[src/rtl/btb_pkg.sv]
// Shared types and helpers for the branch-resolution slice.
package btb_pkg;

  localparam int BTB_XLEN = 32;

  // Sequential fetch increment.
  localparam logic [BTB_XLEN-1:0] PC_STEP = BTB_XLEN'(4);

  // Prediction metadata carried from the IF lookup down to EX.
  typedef struct packed {
    logic                v;
    logic [BTB_XLEN-1:0] pc;
    logic                ptaken;
    logic [BTB_XLEN-1:0] ptarget;
  } btb_meta_t;

  // A branch mispredicts on a direction mismatch, or on a target mismatch
  // when it is taken. A non-branch mispredicts only when it was predicted taken
  // (a false BTB hit); it is treated as not taken.
  function automatic logic btb_mispredict(
    input btb_meta_t           meta,
    input logic                is_br,
    input logic                taken,
    input logic [BTB_XLEN-1:0] tgt
  );
    logic mis;
    if (is_br) begin
      mis = (meta.ptaken != taken) | (taken & (meta.ptarget != tgt));
    end else begin
      mis = meta.ptaken;
    end
    return mis;
  endfunction

endpackage

[src/rtl/btb_meta_pipe.sv]
// DEPTH-stage shift register carrying BTB prediction metadata from IF to EX.
// Stall holds every stage; flush invalidates every stage, including the one
// being loaded from IF on the same edge.
module btb_meta_pipe
  import btb_pkg::*;
#(
  parameter int DEPTH = 2
) (
  input  logic      clk,
  input  logic      reset,
  input  logic      i_stall,
  input  logic      i_flush,
  input  btb_meta_t i_meta,
  output btb_meta_t o_ex
);

  genvar gi;
  generate
    for (gi = 0; gi < DEPTH; gi++) begin : g_stage
      btb_meta_t r_stage;
      btb_meta_t w_src;

      if (gi == 0) begin : g_head
        assign w_src = i_meta;
      end else begin : g_body
        assign w_src = g_stage[gi-1].r_stage;
      end

      // Stage register: reset/flush kill the entry, otherwise shift unless stalled.
      always_ff @(posedge clk) begin
        if (reset) begin
          r_stage <= '0;
        end else if (i_flush) begin
          r_stage   <= w_src;
          r_stage.v <= 1'b0;
        end else if (!i_stall) begin
          r_stage <= w_src;
        end
      end
    end
  endgenerate

  // The last stage is the instruction currently in EX.
  assign o_ex = g_stage[DEPTH-1].r_stage;

endmodule

[src/rtl/btb_resolve.sv]
// EX-stage branch resolution: compares the carried BTB prediction with the
// actual outcome, drives the BTB write port, fetch redirect/flush and
// saturating statistics counters. All outputs are registered (1-cycle latency).
// XLEN must match btb_pkg::BTB_XLEN, which sizes the metadata struct.
module btb_resolve
  import btb_pkg::*;
#(
  parameter int XLEN  = BTB_XLEN,
  parameter int DEPTH = 2,
  parameter int CNT_W = 16
) (
  input  logic             clk,
  input  logic             reset,
  input  logic             stall,
  input  logic             if_valid,
  input  logic [XLEN-1:0]  if_pc,
  input  logic             btb_valid,
  input  logic             btb_taken,
  input  logic [XLEN-1:0]  btb_target,
  input  logic             ex_is_branch,
  input  logic             ex_taken,
  input  logic [XLEN-1:0]  ex_target,
  output logic             update,
  output logic [XLEN-1:0]  updatePC,
  output logic [XLEN-1:0]  updateTarget,
  output logic             mispredicted,
  output logic             redirect,
  output logic [XLEN-1:0]  redirect_pc,
  output logic             flush,
  output logic [CNT_W-1:0] br_count,
  output logic [CNT_W-1:0] mispred_count
);

  localparam logic [CNT_W-1:0] CNT_ONE = CNT_W'(1);

  btb_meta_t        w_if_meta;
  btb_meta_t        w_ex;
  logic             w_resolve;
  logic             w_false_hit;
  logic             w_taken;
  logic             w_mis;
  logic             w_flush;
  logic             w_upd;
  logic [XLEN-1:0]  w_pc_seq;
  logic [XLEN-1:0]  w_npc;

  logic             r_update;
  logic [XLEN-1:0]  r_upd_pc;
  logic [XLEN-1:0]  r_upd_tgt;
  logic             r_mispred;
  logic             r_redirect;
  logic [XLEN-1:0]  r_redirect_pc;
  logic [CNT_W-1:0] r_br_count;
  logic [CNT_W-1:0] r_mis_count;

  // A prediction counts as taken only on a BTB hit.
  assign w_if_meta.v       = if_valid;
  assign w_if_meta.pc      = if_pc;
  assign w_if_meta.ptaken  = btb_valid & btb_taken;
  assign w_if_meta.ptarget = btb_target;

  btb_meta_pipe #(
    .DEPTH (DEPTH)
  ) u_meta_pipe (
    .clk     (clk),
    .reset   (reset),
    .i_stall (stall),
    .i_flush (w_flush),
    .i_meta  (w_if_meta),
    .o_ex    (w_ex)
  );

  // Resolution compare; a stalled EX instruction is never resolved.
  always_comb begin
    w_resolve   = w_ex.v & ~stall;
    w_false_hit = ~ex_is_branch & w_ex.ptaken;
    w_taken     = ex_is_branch & ex_taken;
    w_pc_seq    = w_ex.pc + PC_STEP;
    w_npc       = w_taken ? ex_target : w_pc_seq;
    w_mis       = btb_mispredict(w_ex, ex_is_branch, ex_taken, ex_target);
    w_flush     = w_resolve & w_mis;
    w_upd       = w_resolve & (ex_is_branch | w_false_hit);
  end

  // Output registers: 1-bit pulses follow each cycle, wide data holds between pulses.
  always_ff @(posedge clk) begin
    if (reset) begin
      r_update      <= 1'b0;
      r_upd_pc      <= '0;
      r_upd_tgt     <= '0;
      r_mispred     <= 1'b0;
      r_redirect    <= 1'b0;
      r_redirect_pc <= '0;
    end else begin
      r_update   <= w_upd;
      r_mispred  <= w_flush;
      r_redirect <= w_flush;
      if (w_upd) begin
        r_upd_pc  <= w_ex.pc;
        r_upd_tgt <= w_npc;
      end
      if (w_flush) begin
        r_redirect_pc <= w_npc;
      end
    end
  end

  // Saturating statistics counters.
  always_ff @(posedge clk) begin
    if (reset) begin
      r_br_count  <= '0;
      r_mis_count <= '0;
    end else begin
      if (w_resolve && ex_is_branch && (r_br_count != '1)) begin
        r_br_count <= r_br_count + CNT_ONE;
      end
      if (w_flush && (r_mis_count != '1)) begin
        r_mis_count <= r_mis_count + CNT_ONE;
      end
    end
  end

  assign update        = r_update;
  assign updatePC      = r_upd_pc;
  assign updateTarget  = r_upd_tgt;
  assign mispredicted  = r_mispred;
  assign redirect      = r_redirect;
  assign flush         = r_redirect;
  assign redirect_pc   = r_redirect_pc;
  assign br_count      = r_br_count;
  assign mispred_count = r_mis_count;

endmodule
[config.mk]
export PLATFORM = sky130hd
export DESIGN_NAME = btb_resolve
export DESIGN_NICKNAME = d
export VERILOG_FILES = /design/src/rtl/btb_pkg.sv /design/src/rtl/btb_meta_pipe.sv /design/src/rtl/btb_resolve.sv
export SDC_FILE = /design/constraint.sdc
export NUM_CORES = 1
export LEC_CHECK = 0
export CORE_MARGIN = 2
export CORE_UTILIZATION = 45
export DETAILED_ROUTE_END_ITERATION = 10
export PLACE_DENSITY = 0.86
export SLEW_MARGIN = 25
export SYNTH_ARGS = -nofsm -noshare
export SYNTH_HDL_FRONTEND = slang
export SYNTH_SLANG_ARGS = --single-unit
export TNS_END_PERCENT = 100
[constraint.sdc]
create_clock -name clk -period 2.55 [get_ports clk]
set_clock_uncertainty 0.05 [all_clocks]
set_input_delay 0.51 -clock clk [delete_from_list [all_inputs] [get_ports clk]]
set_output_delay 0.51 -clock clk [all_outputs]
set_load 0.1 [all_outputs]
==> results.yml, run 1 <==
route:
  drc: 0
  drt_wl_total_microns: 32600
  first_pass_iters: 6
  drtAntennaViolNets: 0
  vias_per_cell: 5.45
  drt-initial-drc-count: 858
  route.vias.total: 10000
  detail_route.wl_per_cell_microns: 17.7
pwr:
  p_seq_frac: 0.483
  p_switching_w: 0.00204
  p_clk_frac: 0.428
  p_comb_frac: 0.088
  p_total_w: 0.00884
  powerDensity_mw_per_mm2: 602
  leakage_nw: 6.04
  swShare: 0.231
  ir_worst_vdd_mv: 0.425
  p_int_w: 0.00680
synth:
  ys_ff_latch: 262
  netlist_instances: 1259
  synth_area_leaders: "dfxtp_1 (47%), mux2i_1 (13%), nor2_1 (6.8%)"
  synth_area_sq_mm: 0.0111
  synth-main-ff-cell: "dfxtp_1"
  yosysTopAreaCellShare: 0.474
  syn-num-nets: 1366
  async_flop_share: 0
  synth_warnings: 0
  yosysTopAreaCell: "dfxtp_1"
  synth.distinct_cells: 54
  syn_area_per_cell_sq_um: 8.78
  synth-edff-count: 0
  yosysSeqAreaShare: 0.474
cells_and_area:
  final_nets: 1607
  final_cell_mix: "dfxtp_1 (247), buf_4 (201), nor2_1 (199)"
  final_util: 0.605
  final_common_cell: "dfxtp_1"
  area_growth_pct: 32.8
  n_fill_cell: 2038
  layout-drive-gt1-share: 0.194
  fin_area_sq_mm: 0.0147
worst_setup_path:
  worstSetupStartpointType: "flip-flop"
  critPathCaptureType: "flip-flop"
  cp.required_ps: 2950
  critPathLaunch: "u_meta_pipe.o_ex[35]"
  path_class: "reg -> reg"
  reg2reg_depth: 7
  cp.arrival_ps: 2830
  cp_max_fo: 12
  r2r_start: "u_meta_pipe.o_ex[35]"
place:
  dp_hpwl_microns: 24000
  place_congestion: 0.897
  dpl-instance-area_sq_mm: 0.0138
  port_buffers: 235
clock_network:
  worst_skew_pair.late_latency_ps: 530
  clkTransAtPathRegs_ps: 60
  ctsLongestPathBuffers: 3
  cts_setup_buffers: 0
  cts_buffers: 27
  cts_tree: "yes"
  cts.sink_count: 262
  h-tree-depth: 1
  clockRootBuffer: "clkbuf_16"
  hold_buffers: 0
global_route:
  grt_pass1_wl_microns: 50600
  antenna_found_initial: 3
  grt.total_usage: 0.244
  grt_max_degree: 134
  overflow: 0
  grt_pass1_vias: 9285
timing:
  worst_slew_pin_slew_ps: 912
  min_period_ps: 2430
  hold_viol: 0
  min_period_over_period: 0.953
  rsz0062_at_grt: "no"
  fmax_ghz: 0.411
  slew_violations: 0
  setup_viol: 0
  whs_ps: 407
  setup_tns_ps: 0
  slew_headroom: 0.392
run_status:
  status: "completed"
worst_hold_path:
  whs_path_depth: 2
  min_path_type: "reg -> reg"
  min_from: "updateTarget[25]"
floorplan:
  ios: 236
  die_x_microns: 161
  core_sq_mm: 0.0242
  dieArea_sq_mm: 0.0258
  fp.dieH_microns: 161
  start_util: 0.456
  core.rowCount: 57
run:
  cap_violations: 0
## worst paths after layout
kind         slack (ps)               end
max                 120   redirect_pc[26]
min                 410  updateTarget[25]
max reg2reg         120   redirect_pc[26]
min reg2reg         410  updateTarget[25]
## cell usage after synthesis (21+ instances only)
cell type and count:
dfxtp_1 262, nor2_1 199, mux2i_1 141, nand2_1 125
a21oi_1 94, clkbuf_1 66, xor2_1 47, nand3_1 44
o21ai_0 39, nand4_1 25, buf_1 21
## state kept, by name, indices dropped and copies added, names as in the netlist
| register | count |
|---|---|
| u_meta_pipe.g_stage.r_stage | 66 |
| u_meta_pipe.o_ex | 66 |
| redirect_pc | 32 |
| updatePC | 32 |
| updateTarget | 32 |
| br_count | 16 |
| mispred_count | 16 |
| flush | 1 |
| update | 1 |
## critical path, cell delays in order, from the launching register on
cell and delay (ps):
dfxtp_1 340, ha_2 220, nand3_2 120, or4_4 570, or4_1 580, a31oi_4 250
nand3_1 100, a21oi_1 120
## kinds of logic after synthesis
kind of cell | count (synthesis) | synth area share
AND/OR/NAND/NOR | 490 | 0.204
flip-flops | 262 | 0.474
AO/OA/AOI/OAI | 195 | 0.102
multiplexers | 145 | 0.132
buffers and inverters | 106 | 0.0386
XOR/XNOR | 58 | 0.0459
adder cells (fa/ha/maj) | 3 | 0.00339
## what timing repair did
action,4_1_cts,5_1_grt
setup endpoints to repair,1,12
pin swaps,0,1
gates resized for setup,1,5
## through the flow
step	setup WS, ps	instances
5_1_grt	2.67	1841
3_3_place_gp	-330	1795
6_report	119	1842
4_1_cts	19.3	1840
2_1_floorplan	1.64	1259
3_5_place_dp	-336	1795
## layer usage
layer,vias to the layer above,share of wire,wire (microns),track usage
li1,4825,-,-,-
met1,4706,0.42,13800,0.329
met2,424,0.47,15200,0.398
met3,76,0.078,2560,0.0444
met4,2,0.032,1060,0.0791
met5,-,0.00040,13,0
## power groups by stage
stage | registers (W) | clock network [W] | logic [W]
after detailed placement | 0.00436 | 0 | 0.000770
after global placement | 0.00435 | 0 | 0.000758
after global routing | 0.00428 | 0.00399 | 0.000837
after CTS | 0.00427 | 0.00382 | 0.000774
final | 0.00427 | 0.00378 | 0.000782
after floorplan | 0.00438 | 0 | 0.000374
## layout make-up
| cell class | instances | area (sq um) | share of cell area |
|---|---|---|---|
| antenna | 2 | 5.00 | 0.000341 |
| clock buffer | 38 | 787 | 0.0536 |
| clock inverter | 7 | 63.8 | 0.00435 |
| inverter | 7 | 26.3 | 0.00179 |
| multi-input combinational | 891 | 5440 | 0.371 |
| sequential | 262 | 5260 | 0.359 |
| tap | 324 | 405 | 0.0276 |
| timing repair buffer | 311 | 2690 | 0.183 |
(Power assumes the default switching activity.)
==> run 2: changes to the inputs <==
Settings changed: SETUP_SLACK_MARGIN set to 0.02.
==> run 2 against run 1 <==
  * Via count rose by 0.55%
  * Sequential cell count did not move
  * Count of clock-buffer cells in the layout rose by 3
  * Non-clock buffer count rose by 4
  * Worst setup slack got worse by 5.9 ps
  * Largest cell class unchanged
  * Global-route usage rose by 0.083 points
  * Final area rose by 0.15%
  * Wire length rose by 0.85%
==> results.yml, run 2 (same netlist as run 1, synthesis figures left out) <==
run_status:
  status: "completed"
place:
  port_buffers: 235
  place_congestion: 0.901
  dp_hpwl_microns: 24400
timing:
  slew_headroom: 0.396
  rsz0062_at_grt: "yes"
  min_period_ps: 2440
  worst_slew_pin_slew_ps: 906
  fmax_ghz: 0.410
  setup_viol: 0
  slew_violations: 0
  min_period_over_period: 0.956
  whs_ps: 409
  setup_tns_ps: 0
  hold_viol: 0
worst_setup_path:
  path_class: "reg -> reg"
  worstSetupStartpointType: "flip-flop"
  cp.required_ps: 2940
  cp.arrival_ps: 2830
  cp_max_fo: 10
  critPathCaptureType: "flip-flop"
route:
  drc: 0
  vias_per_cell: 5.46
  first_pass_iters: 7
  route.vias.total: 10100
  detail_route.wl_per_cell_microns: 17.8
  drt_wl_total_microns: 32900
  drt-initial-drc-count: 850
  drtAntennaViolNets: 0
floorplan:
  ios: 236
  die_x_microns: 161
  start_util: 0.456
  fp.dieH_microns: 161
  core.rowCount: 57
  core_sq_mm: 0.0242
  dieArea_sq_mm: 0.0258
clock_network:
  clkTransAtPathRegs_ps: 60
  cts_tree: "yes"
  ctsLongestPathBuffers: 3
  hold_buffers: 0
  cts_buffers: 26
  h-tree-depth: 1
  clockRootBuffer: "clkbuf_16"
  worst_skew_pair.late_latency_ps: 530
  cts.sink_count: 262
cells_and_area:
  layout-drive-gt1-share: 0.194
  final_common_cell: "dfxtp_1"
  final_cell_mix: "dfxtp_1 (244), buf_4 (207), nor2_1 (199)"
  final_util: 0.606
  final_nets: 1610
  area_growth_pct: 33.0
pwr:
  ir_worst_vdd_mv: 0.392
  leakage_nw: 6.06
  powerDensity_mw_per_mm2: 612
global_route:
  antenna_found_initial: 1
  grt_pass1_vias: 9199
  overflow: 0
  grt_max_degree: 134
  grt_pass1_wl_microns: 50700
  grt.total_usage: 0.245
worst_hold_path:
  min_path_type: "reg -> reg"
run:
  cap_violations: 0
run 2: changes by cell type in the layout (fill, tap and decap cells not counted), moves of 2 or more:
cell / before / now
dfxtp_2: 15 / 18
clkbuf_1: 4 / 9
clkbuf_8: 8 / 6
buf_4: 201 / 207
bufinv_16: 1 / 3
clkinv_2: 5 / 2
buf_12: 7 / 5
dfxtp_1: 247 / 244
run 2: cell type report:
type	count	area [sq um]
Clock inverter	5	100
Fill cell	2023	9550
Clock buffer	41	778
Sequential cell	262	5270
Antenna cell	1	2.50
Tap cell	324	405
Multi-Input combinational cell	891	5430
Inverter	7	26.3
Timing Repair Buffer	315	2690
run 2: metal layers:
metal	routed length [microns]	vias to the layer above	GRT usage	share of wire
li1	-	4848	-	-
met1	14300	4795	0.339	0.43
met2	15200	383	0.399	0.46
met3	2420	62	0.0359	0.074
met4	988	0	0.0722	0.030
met5	0	-	0	0
run 2: what timing repair did:
| action | 4_1_cts | 5_1_grt |
|---|---|---|
| endpoints found under the setup margin | 0 | 10 |
| buffers inserted | 0 | 1 |
| resized for setup | 0 | 4 |
run 2: worst paths after layout:
check                       start                to  slack (ps)  depth (start not counted)
max          u_meta_pipe.o_ex[35]   redirect_pc[24]         110                          8
min              updateTarget[29]  updateTarget[29]         410                          2
max reg2reg  u_meta_pipe.o_ex[35]   redirect_pc[24]         110                          8
min reg2reg      updateTarget[29]  updateTarget[29]         410                          2
run 2: worst max-delay path, stage by stage (launching register included):
cell	delay, ps
dfxtp_1	340
ha_1	220
nand3_2	120
or4_4	570
buf_4	170
nor4_1	250
nor3_1	90
or4_1	400
a21oi_1	130
run 2: through the flow:
step | std cells | instance area (sq um) | power [W] | worst slack (ps)
global placement | 1798 | 13800 | 0.00511 | -248
finish | 1846 | 14700 | 0.00900 | 113
detailed placement | 1798 | 13800 | 0.00513 | -240
CTS | 1844 | 14700 | 0.00904 | 52.8
floorplan | 1259 | 11100 | 0.00475 | 24.6
global route | 1845 | 14700 | 0.00928 | 19.0
run 2: report_power, final:
group / leakage (nW) / internal, W / total (W) / switching, W
Combinational: 3.49 / 0.000371 / 0.000783 / 0.000412
Clock: 0.430 / 0.00238 / 0.00394 / 0.00156
Sequential: 2.14 / 0.00420 / 0.00427 / 0.0000735
Total: 6.06 / 0.00695 / 0.00900 / 0.00205
